## src/rtl/jk_cmd_sequencer_if.sv

```systemverilog
// Command/status bundle for jk_cmd_sequencer; the abort line exists only with JK_SEQ_ABORT_EN.
interface jk_cmd_sequencer_if;
  logic       cmd_valid;
  logic [1:0] cmd_op;
  logic [3:0] cmd_count;
  logic       cmd_ready;
  logic       j;
  logic       k;
  logic       busy;
  logic       done;
  logic [2:0] fifo_level;
`ifdef JK_SEQ_ABORT_EN
  logic       abort;
`endif

  modport master (
`ifdef JK_SEQ_ABORT_EN
    output abort,
`endif
    output cmd_valid, cmd_op, cmd_count,
    input  cmd_ready, j, k, busy, done, fifo_level
  );

  modport slave (
`ifdef JK_SEQ_ABORT_EN
    input  abort,
`endif
    input  cmd_valid, cmd_op, cmd_count,
    output cmd_ready, j, k, busy, done, fifo_level
  );
endinterface

```

## src/rtl/jk_cmd_sequencer.sv

```systemverilog
// JK command sequencer: 4-deep {op,count} FIFO drives registered j/k for count+1 cycles, 1-cycle push-to-drive latency.
// Backpressure: cmd_ready low while 4 entries are held; optional abort input under JK_SEQ_ABORT_EN.
module jk_cmd_sequencer (
  input  logic              clk,
  input  logic              reset,
  jk_cmd_sequencer_if.slave bus
);
  typedef struct packed {
    logic [1:0] op;
    logic [3:0] count;
  } cmd_t;

  typedef enum logic {IDLE, RUN} state_t;

  state_t     state, state_nxt;
  cmd_t       mem [4];
  cmd_t       head;
  cmd_t       wr_dat;
  logic [1:0] wr_ptr, rd_ptr;
  logic [2:0] level;
  logic [1:0] op, op_nxt;
  logic [3:0] rem, rem_nxt;
  logic       j_q, k_q, j_nxt, k_nxt;
  logic       push, pop, flush;

  assign head          = mem[rd_ptr];
  assign wr_dat        = {bus.cmd_op, bus.cmd_count};
  assign bus.cmd_ready = (level != 3'd4);
`ifdef JK_SEQ_ABORT_EN
  assign flush = bus.abort;
`else
  assign flush = 1'b0;
`endif
  // A command offered on a flush edge is dropped rather than queued behind it.
  assign push  = bus.cmd_valid && bus.cmd_ready && !flush;

  always_comb begin
    state_nxt = state;
    op_nxt    = op;
    rem_nxt   = rem;
    j_nxt     = j_q;
    k_nxt     = k_q;
    pop       = 1'b0;
    if (flush) begin
      state_nxt = IDLE;
      j_nxt     = 1'b0;
      k_nxt     = 1'b0;
    end else begin
      case (state)
        IDLE: begin
          if (level != 3'd0) begin
            pop       = 1'b1;
            state_nxt = RUN;
            op_nxt    = head.op;
            rem_nxt   = head.count;
            j_nxt     = head.op[1];
            k_nxt     = head.op[0];
          end
        end
        RUN: begin
          if (rem != 4'd0) begin
            rem_nxt = rem - 4'd1;
          end else if (level != 3'd0) begin
            // Reload straight from the FIFO so back-to-back commands leave no idle gap.
            pop     = 1'b1;
            op_nxt  = head.op;
            rem_nxt = head.count;
            j_nxt   = head.op[1];
            k_nxt   = head.op[0];
          end else begin
            state_nxt = IDLE;
            j_nxt     = 1'b0;
            k_nxt     = 1'b0;
          end
        end
        default: state_nxt = IDLE;
      endcase
    end
  end

  always_ff @(posedge clk) begin
    if (reset) begin
      state  <= IDLE;
      op     <= 2'd0;
      rem    <= 4'd0;
      j_q    <= 1'b0;
      k_q    <= 1'b0;
      wr_ptr <= 2'd0;
      rd_ptr <= 2'd0;
      level  <= 3'd0;
    end else begin
      state <= state_nxt;
      op    <= op_nxt;
      rem   <= rem_nxt;
      j_q   <= j_nxt;
      k_q   <= k_nxt;
      if (flush) begin
        wr_ptr <= 2'd0;
        rd_ptr <= 2'd0;
        level  <= 3'd0;
      end else begin
        if (push) wr_ptr <= wr_ptr + 2'd1;
        if (pop)  rd_ptr <= rd_ptr + 2'd1;
        if (push && !pop)      level <= level + 3'd1;
        else if (pop && !push) level <= level - 3'd1;
      end
    end
  end

  always_ff @(posedge clk) begin
    if (push && !reset) mem[wr_ptr] <= wr_dat;
  end

  assign bus.j          = j_q;
  assign bus.k          = k_q;
  assign bus.busy       = (state == RUN);
  assign bus.done       = (state == RUN) && (rem == 4'd0);
  assign bus.fifo_level = level;
endmodule

```

## src/flat_wrapper.sv

```systemverilog
// flat-port wrapper written by rule: the top's interface ports become plain ports
module jk_cmd_sequencer_flat 
  (clk, reset, bus_cmd_valid, bus_cmd_op, bus_cmd_count, bus_cmd_ready, bus_j, bus_k, bus_busy, bus_done, bus_fifo_level);
  jk_cmd_sequencer_if bus_i ();
  input  logic clk;
  input  logic reset;
  input wire logic [$bits(bus_i.cmd_valid)-1:0] bus_cmd_valid;
  input wire logic [$bits(bus_i.cmd_op)-1:0] bus_cmd_op;
  input wire logic [$bits(bus_i.cmd_count)-1:0] bus_cmd_count;
  output wire logic [$bits(bus_i.cmd_ready)-1:0] bus_cmd_ready;
  output wire logic [$bits(bus_i.j)-1:0] bus_j;
  output wire logic [$bits(bus_i.k)-1:0] bus_k;
  output wire logic [$bits(bus_i.busy)-1:0] bus_busy;
  output wire logic [$bits(bus_i.done)-1:0] bus_done;
  output wire logic [$bits(bus_i.fifo_level)-1:0] bus_fifo_level;
  assign bus_i.cmd_valid = bus_cmd_valid;
  assign bus_i.cmd_op = bus_cmd_op;
  assign bus_i.cmd_count = bus_cmd_count;
  assign bus_cmd_ready = bus_i.cmd_ready;
  assign bus_j = bus_i.j;
  assign bus_k = bus_i.k;
  assign bus_busy = bus_i.busy;
  assign bus_done = bus_i.done;
  assign bus_fifo_level = bus_i.fifo_level;
  jk_cmd_sequencer u_core (.clk(clk), .reset(reset), .bus(bus_i));
endmodule
```

## config.mk

```make
export PLATFORM = sky130hd
export DESIGN_NAME = jk_cmd_sequencer_flat
export DESIGN_NICKNAME = d
export VERILOG_FILES = /design/src/rtl/jk_cmd_sequencer_if.sv /design/src/rtl/jk_cmd_sequencer.sv /design/src/flat_wrapper.sv
export SDC_FILE = /design/constraint.sdc
export NUM_CORES = 1
export LEC_CHECK = 0
export ABC_AREA = 1
export CAP_MARGIN = 20
export CORE_ASPECT_RATIO = 0.75
export CORE_UTILIZATION = 50
export DETAILED_ROUTE_END_ITERATION = 8
export PLACE_DENSITY = 0.82
export SLEW_MARGIN = 20
export SYNTH_ARGS = -nofsm -noshare
export SYNTH_HDL_FRONTEND = slang
export SYNTH_SLANG_ARGS = --single-unit
```

## constraint.sdc

```tcl
create_clock -name clk -period 2 [get_ports clk]
set_clock_uncertainty 0.05 [all_clocks]
set_input_delay 0.3 -clock clk [delete_from_list [all_inputs] [get_ports clk]]
set_output_delay 0.3 -clock clk [all_outputs]
set_load 0.005 [all_outputs]
```

==> results of run 1 <==
==> worst min path at each step <==
stage                  from               to  slack [ps]  cells after the start
2_1_floorplan         reset  u_core.bus.busy         320                      1
3_3_place_gp   u_core.bus.j     u_core.bus.j         410                      2
3_5_place_dp   u_core.bus.k     u_core.bus.k         410                      2
4_1_cts        u_core.bus.k     u_core.bus.k         420                      2
5_1_grt        u_core.bus.k     u_core.bus.k         420                      2
6_report       u_core.bus.k     u_core.bus.k         420                      2
==> cells in the final DEF (no fill, tap or decap) <==
cell             instances
o21ai_0                 12
nand2_1                 44
inv_2                    4
xor2_1                   2
edfxtp_1                24
clkdlybuf4s50_1         16
clkinv_2                 2
clkbuf_8                 6
or2_1                    1
ha_1                     5
nand2_4                  3
nand3_1                 13
nor2_1                  20
buf_4                   10
a21oi_1                 12
nand3_2                  1
a21oi_2                  1
inv_1                   25
dfxtp_2                  4
o21ai_1                  1
ha_2                     2
fa_2                     1
or2_0                    1
nor2_2                   3
dfxtp_1                 12
==> power groups by stage <==
stage          logic, mW  registers (mW)  clock network, mW
4_1_cts             1.17            1.19              0.552
6_report            1.24            1.20              0.537
5_1_grt             1.41            1.22              0.591
3_5_place_dp        1.17            1.21                  0
3_3_place_gp        1.13            1.20                  0
2_1_floorplan      0.816            1.16                  0
==> cell families after synthesis <==
family,synth area share
AO/OA/AOI/OAI,0.0750
XOR/XNOR,0.00982
adder cells (fa/ha/maj),0.0603
buffers and inverters,0.0680
flip-flops,0.583
AND/OR/NAND/NOR,0.203
==> per-stage QoR <==
stage / TNS [ps] / hold WS [ps] / setup slack [ps]
floorplan: 0 / 319 / 92.7
global placement: 0 / 405 / 40.8
detailed placement: -2.48 / 410 / -2.48
CTS: 0 / 422 / 4.72
global route: -27.6 / 425 / -27.6
finish: 0 / 420 / 83.5
==> critical path: cells and delay by family, from the launching register on <==
kind	cells	cell delay [ps]
fa+ha+maj	1	200
buf+inv	2	600
flops	1	320
simple gates	2	150
==> state kept, by name, indices dropped and copies added (netlist names), named ones only <==
name and count:
u_core.bus.busy 1, u_core.bus.fifo_level 3, u_core.bus.j 1, u_core.bus.k 1, u_core.mem 24, u_core.rd_ptr 2
u_core.rem 4, u_core.wr_ptr 2
==> layer usage <==
layer  wire length, um  global-route usage  up-vias
li1                  -                   -      681
met1              1500               0.242      597
met2              1260               0.261       30
met3               182              0.0524        3
met4                35              0.0800        0
met5                 0                   0        -
==> cell type report <==
type	count	area [um2]	share of cell area
multi-input combinational	122	647	0.297
tap	40	50.0	0.0230
clock buffer	6	82.6	0.0379
inverter	29	109	0.0499
timing repair buffer	26	235	0.108
clock inverter	2	10.0	0.00459
sequential	40	1050	0.480
==> what timing repair did <==
| action | 4_1_cts | 5_1_grt |
|---|---|---|
| endpoints found under the setup margin | 0 | 3 |
| setup buffers | 0 | 1 |
| hold endpoints to repair | 0 | 0 |
| gates resized for setup | 0 | 12 |
==> impl_metrics.csv, run 1 <==
group,metric,value,unit
sta,period_needed,1920,ps
power_and_ir_drop,powerDensity,1360,nW/um2
routing,ant_nets,0,
sta,finalSetupViolCount,0,
yosys,syn-num-nets,210,
sta,fin_crit_sh,0.958,
yosys,synth_top_area_frac,0.404,
routing,route.detailed.drc,1,
worst_setup_path,max_stage_delay,500,ps
worst_setup_path,worstSetupPathType,"flip-flop to output port",
routing,drtIter0Drc,70,
flow_run,cap_violations,0,
sta,max_freq,0.522,GHz
clock_network,root_buffer,"clkbuf_8",
worst_setup_path,r2r_start,"u_core.rem[1]",
final_layout,finalInstanceArea,2180,um2
clock_network,clk_pin_slew_worst_paths,70,ps
routing,wl_per_cell,11.2,um
routing,wirelength,2980,um
power_and_ir_drop,switching_share,0.371,
final_layout,syn2layout_area_growth,22.2,%
yosys,syn-cell-area,1780,um2
clock_network,cts_made_buffers,5,
yosys,synthTopCellsByArea,"edfxtp_1 40%, dfxtp_1 18%, nand2_1 9.3%, inv_1 5.5%, ha_1 4.9%",
run_status,status,"finished with violations",
global_routing,grt_max_degree,14,
yosys,netlist_instances,193,
clock_network,cts_tree,"yes",
final_layout,antenna_cells,0,
die,row_count,18,
power_and_ir_drop,pwr-share-comb,0.417,
die,dieWidth,71.0,um
yosys,ys_ff_latch,40,
placed_design,place_hpwl,2200,um
placed_design,postPlaceCellArea,2050,um2
global_routing,gr-usage-all-layers,0.176,
worst_setup_path,r2r_slack,90,ps
clock_network,insertion_delay,280,ps
yosys,synthFlopType,"edfxtp_1",
die,die_area,3810,um2
yosys,synth_most_common_cell,"nand2_1",
power_and_ir_drop,power.total,2.97,mW
clock_network,clock_path_buffers,2,
worst_setup_path,worstSetupStartpointType,"flip-flop",
power_and_ir_drop,p_switching,1.10,mW
global_routing,grt_first_pass_wirelength,4770,um
worst_setup_path,cp-startpoint,"u_core.rem[0]",
routing,routed_via_density,4.95,
routing,num_vias,1311,
yosys,synth_area_per_cell,9.24,um2
power_and_ir_drop,p_clk_frac,0.181,
yosys,yosys_warnings,0,
worst_setup_path,cp_max_fo,4,
sta,slew_viol_final,0,
global_routing,grt_pass1_vias,1077,
yosys,ys_async_sr_fraction,0,
yosys,synth-edff-count,24,
die,num_io_pins,17,
sta,hold_violations,0,
worst_setup_path,worstPathArrival,1570,ps
final_layout,fin_nets,241,
die,initial_core_util,0.532,
clock_network,htree_num_levels,2,
power_and_ir_drop,max-vdd-ir-drop,0.915,mV
clock_network,cts_sinks,40,
worst_setup_path,crit_required,1650,ps
die,die_height,53.7,um
yosys,yosysUniqueCellTypes,21,
worst_setup_path,setup.worst_path.end,"bus_done",
global_routing,grt_remaining_overflow,0,
placed_design,dp_cells,256,
power_and_ir_drop,pwr-share-seq,0.402,
placed_design,place_congestion,0.805,
worst_setup_path,cp_cell_sequence,"inv_1 -> ha_2 -> nand2_4 -> nor2_1 -> clkdlybuf4s50_1",
final_layout,fillers,264,
final_layout,layout.cells.non_filler,265,
final_layout,layout-drive-gt1-share,0.164,
run_status,violations,"design-rule violations",
yosys,netlist_top_cells_count,"44 x nand2_1, 26 x inv_1, 24 x edfxtp_1, 21 x nor2_1, 16 x dfxtp_1",
sta,tightest_slew,465,ps
yosys,yosysSeqAreaShare,0.583,
power_and_ir_drop,p_int,1.87,mW
global_routing,antenna_found_initial,0,
worst_setup_path,end_kind,"output port",
routing,dr.pass1.iters,6,
power_and_ir_drop,p_leak,0.940,nW
yosys,synth_area_leader_cell,"edfxtp_1",
die,core,3360,um2
worst_setup_path,r2r-end,"u_core.bus.fifo_level[2]",
worst_setup_path,worst_path_max_delay_cell,"clkdlybuf4s50_1",
worst_hold_path,hold_path.class,"flip-flop to flip-flop",
sta,slew-limit-headroom,0.690,
final_layout,final_util,0.650,
clock_network,holdBufCountCts,0,
worst_setup_path,ff2ff_path_depth,12,
placed_design,port_buffers,16,
Power figures use the tool's default switching activity.
==> inputs of run 2 (changes only) <==
--- a/config.mk
+++ b/config.mk
@@ -11,7 +11,8 @@
 export CORE_UTILIZATION = 50
 export DETAILED_ROUTE_END_ITERATION = 8
 export PLACE_DENSITY = 0.82
-export SLEW_MARGIN = 20
+export SKIP_LAST_GASP = 1
+export SLEW_MARGIN = 10
 export SYNTH_ARGS = -nofsm -noshare
 export SYNTH_HDL_FRONTEND = slang
 export SYNTH_SLANG_ARGS = --single-unit
==> results of run 2 <==
Final layout, timing and power as in run 1 (identical DEF).
==> inputs of run 3 (changes only) <==
--- a/config.mk
+++ b/config.mk
@@ -5,7 +5,6 @@
 export SDC_FILE = /design/constraint.sdc
 export NUM_CORES = 1
 export LEC_CHECK = 0
-export ABC_AREA = 1
 export CAP_MARGIN = 20
 export CORE_ASPECT_RATIO = 0.75
 export CORE_UTILIZATION = 50
==> run 3 against run 2 <==
Against the previous run: the run ends with negative setup slack left; setup slack got worse by 280 ps; flip-flop and latch count stayed put; hold slack better by 18 ps; routed wire length increased by 8.7%; power grew 5.2%; sequential power decreased by 3%; via count decreased by 15%; first-iteration DRC count shrank 51%; sequential share of layout area rose by 0.33 points; combinational power rose by 18%; global-route usage is 1.7 points higher; maximum frequency shrank 13%; critical endpoint is now u_core.bus.fifo_level[2]; largest power group unchanged.
==> impl_metrics.csv, run 3 <==
group,metric,value,unit
sta,period_needed,2190,ps
placed_design,port_buffers,16,
power_and_ir_drop,p_switching,1.03,mW
routing,wl_per_cell,16.0,um
power_and_ir_drop,pwr-share-seq,0.371,
routing,wirelength,3240,um
sta,hold_violations,0,
global_routing,grt_max_degree,16,
yosys,ys_ff_latch,40,
worst_setup_path,max_stage_delay,400,ps
worst_hold_path,hold_path.class,"flip-flop to flip-flop",
yosys,syn-num-nets,139,
final_layout,syn2layout_area_growth,27.0,%
run_status,violations,"negative setup slack",
worst_setup_path,cp_max_fo,2,
sta,slew_viol_final,0,
sta,tightest_slew,505,ps
placed_design,place_hpwl,2310,um
clock_network,cts_sinks,40,
yosys,synth_area_leader_cell,"edfxtp_1",
worst_setup_path,cp-startpoint,"u_core.rem[1]",
worst_setup_path,end_kind,"flip-flop",
yosys,yosysUniqueCellTypes,33,
worst_setup_path,ff2ff_path_depth,11,
routing,num_vias,1109,
global_routing,grt_first_pass_wirelength,5060,um
yosys,synth_top_area_frac,0.424,
die,die_area,3640,um2
power_and_ir_drop,p_clk_frac,0.160,
sta,rsz0062_at_grt,"yes",
worst_setup_path,crit_top_cell,"inv_2",
routing,dr.pass1.iters,4,
die,core,3080,um2
final_layout,largest_register_ffs,24,
yosys,synth_area_per_cell,13.9,um2
clock_network,clk_pin_slew_worst_paths,70,ps
worst_setup_path,crit_required,2170,ps
worst_setup_path,worstPathArrival,2360,ps
routing,routed_via_density,5.49,
worst_setup_path,critPathTopFamily,"simple AND/OR/NAND/NOR gates",
routing,ant_nets,0,
global_routing,antenna_found_initial,0,
worst_setup_path,worstSetupPathType,"flip-flop to flip-flop",
power_and_ir_drop,p_int,2.10,mW
worst_setup_path,cp_num_cells,11,
final_layout,regMostFlops,"u_core.mem",
run_status,status,"finished with violations",
yosys,yosys_warnings,0,
yosys,ys_async_sr_fraction,0,
die,num_io_pins,17,
power_and_ir_drop,max-vdd-ir-drop,0.901,mV
clock_network,root_buffer,"clkbuf_8",
die,die_height,52.5,um
worst_setup_path,r2r_start,"u_core.rem[1]",
routing,drtIter0Drc,34,
placed_design,place_congestion,0.784,
final_layout,mostFrequentLayoutCell,"edfxtp_1",
yosys,synthFlopType,"edfxtp_1",
final_layout,layout-drive-gt1-share,0.280,
final_layout,fin_nets,180,
worst_setup_path,critical_path_buf_inv_count,3,
yosys,synth_most_common_cell,"edfxtp_1",
sta,max_freq,0.456,GHz
yosys,synth-edff-count,24,
die,row_count,17,
sta,slew-limit-headroom,0.660,
sta,fin_setup_tns,-321,ps
sta,fin_crit_sh,1.10,
final_layout,final_cell_mix,"24 x edfxtp_1, 20 x buf_4, 16 x clkdlybuf4s50_1, 14 x dfxtp_1",
global_routing,gr-usage-all-layers,0.193,
worst_hold_path,holdPathStages,2,
sta,fin_ws,-193,ps
die,dieWidth,69.3,um
yosys,netlist_instances,122,
sta,finalSetupViolCount,2,
power_and_ir_drop,p_leak,0.788,nW
clock_network,insertion_delay,290,ps
power_and_ir_drop,powerDensity,1450,nW/um2
clock_network,htree_num_levels,2,
worst_setup_path,worstSetupStartpointType,"flip-flop",
global_routing,grt_pass1_vias,1104,
final_layout,antenna_cells,0,
flow_run,cap_violations,0,
yosys,syn-cell-area,1700,um2
clock_network,clock_path_buffers,2,
worst_setup_path,worst_path_max_delay_cell,"or3b_4",
yosys,yosysSeqAreaShare,0.612,
die,initial_core_util,0.551,
clock_network,cts_tree,"yes",
power_and_ir_drop,switching_share,0.330,
yosys,synthTopCellsByArea,"edfxtp_1 42%, dfxtp_1 19%, mux4_2 7.9%, ha_1 5.2%, a21oi_1 1.8%",
worst_hold_path,hold_start,"u_core.bus.k",
routing,route.detailed.drc,0,
power_and_ir_drop,pwr-share-comb,0.468,
clock_network,cts_made_buffers,5,
final_layout,fillers,201,
yosys,netlist_top_cells_count,"24 x edfxtp_1, 16 x dfxtp_1, 8 x inv_1, 8 x nand2_1, 8 x nor2_1",
final_layout,final_util,0.700,
global_routing,grt_remaining_overflow,0,
worst_setup_path,cp_cell_sequence,"inv_2 -> ha_4 -> or3b_4 -> a21oi_4 -> inv_2 -> ha_4 -> inv_2 -> fa_2 -> xor2_1 -> or3_1 -> a21oi_1",
==> run 3: cell count changes in the layout (fill, tap and decap cells not counted), moves of 8 or more <==
cell and delta:
buf_4 +10, inv_1 -21, nand2_1 -36, nand3_1 -12, nor2_1 -12, o21ai_0 -8
==> run 3: tightest hold or removal path: stages, from the launching register on <==
cell	delay [ps]
dfxtp_1	310
o21ai_0	70
a21oi_1	60
==> run 3: power by group through the flow <==
stage / logic (mW) / registers, mW / clock network, mW
CTS: 1.39 / 1.16 / 0.506
floorplan: 0.781 / 1.17 / 0
detailed placement: 1.34 / 1.18 / 0
finish: 1.46 / 1.16 / 0.502
global placement: 1.27 / 1.16 / 0
global route: 1.60 / 1.18 / 0.541
==> run 3: logic make-up after synthesis <==
| group | count (synthesis) | synth area share |
|---|---|---|
| AND/OR/NAND/NOR | 35 | 0.122 |
| XOR/XNOR | 5 | 0.0258 |
| adder cells (fa/ha/maj) | 8 | 0.0633 |
| buffers and inverters | 10 | 0.0228 |
| AO/OA/AOI/OAI | 16 | 0.0618 |
| multiplexers | 8 | 0.0920 |
| flip-flops | 40 | 0.612 |
==> run 3: cell type report <==
class	instances	area, um2	share of cell area
flip-flops and latches	40	1040	0.483
multi-input cells	72	648	0.300
repair buffers	36	310	0.144
clock buffers	7	76.3	0.0353
well taps	38	47.5	0.0220
inverters	8	30.0	0.0139
clock inverters	1	3.75	0.00174
==> run 3: per-stage QoR <==
stage | total power, mW | hold WS [ps] | instances | area [um2] | worst slack (ps)
after global placement | 2.44 | 417 | 190 | 2040 | -110
after floorplan | 1.96 | 315 | 122 | 1720 | -179
final | 3.13 | 437 | 202 | 2160 | -193
after CTS | 3.05 | 436 | 200 | 2130 | -202
after detailed placement | 2.52 | 426 | 190 | 2040 | -202
after global routing | 3.32 | 485 | 202 | 2160 | -282
==> run 3: per-layer routing <==
metal	track usage	part of all wire	up-vias
met3	0.0404	0.032	6
met5	0	0	-
met2	0.345	0.53	23
li1	-	-	526
met1	0.228	0.42	554
met4	0.0918	0.014	0
==> run 3: worst paths after layout <==
path / endpoint / slack (ps)
worst max-delay path: u_core.bus.fifo_level[2] / -190
worst min-delay path: u_core.bus.k / 440
worst max register to register: u_core.bus.fifo_level[2] / -190
worst min register to register: u_core.bus.k / 440
==> run 3: timing repair <==
action                                  in CTS  in global routing
pin swaps                                    1                  2
hold buffers                                 0                  0
endpoints found under the setup margin       2                  4
resized for setup                            0                  2
buffers inserted                             2                  2
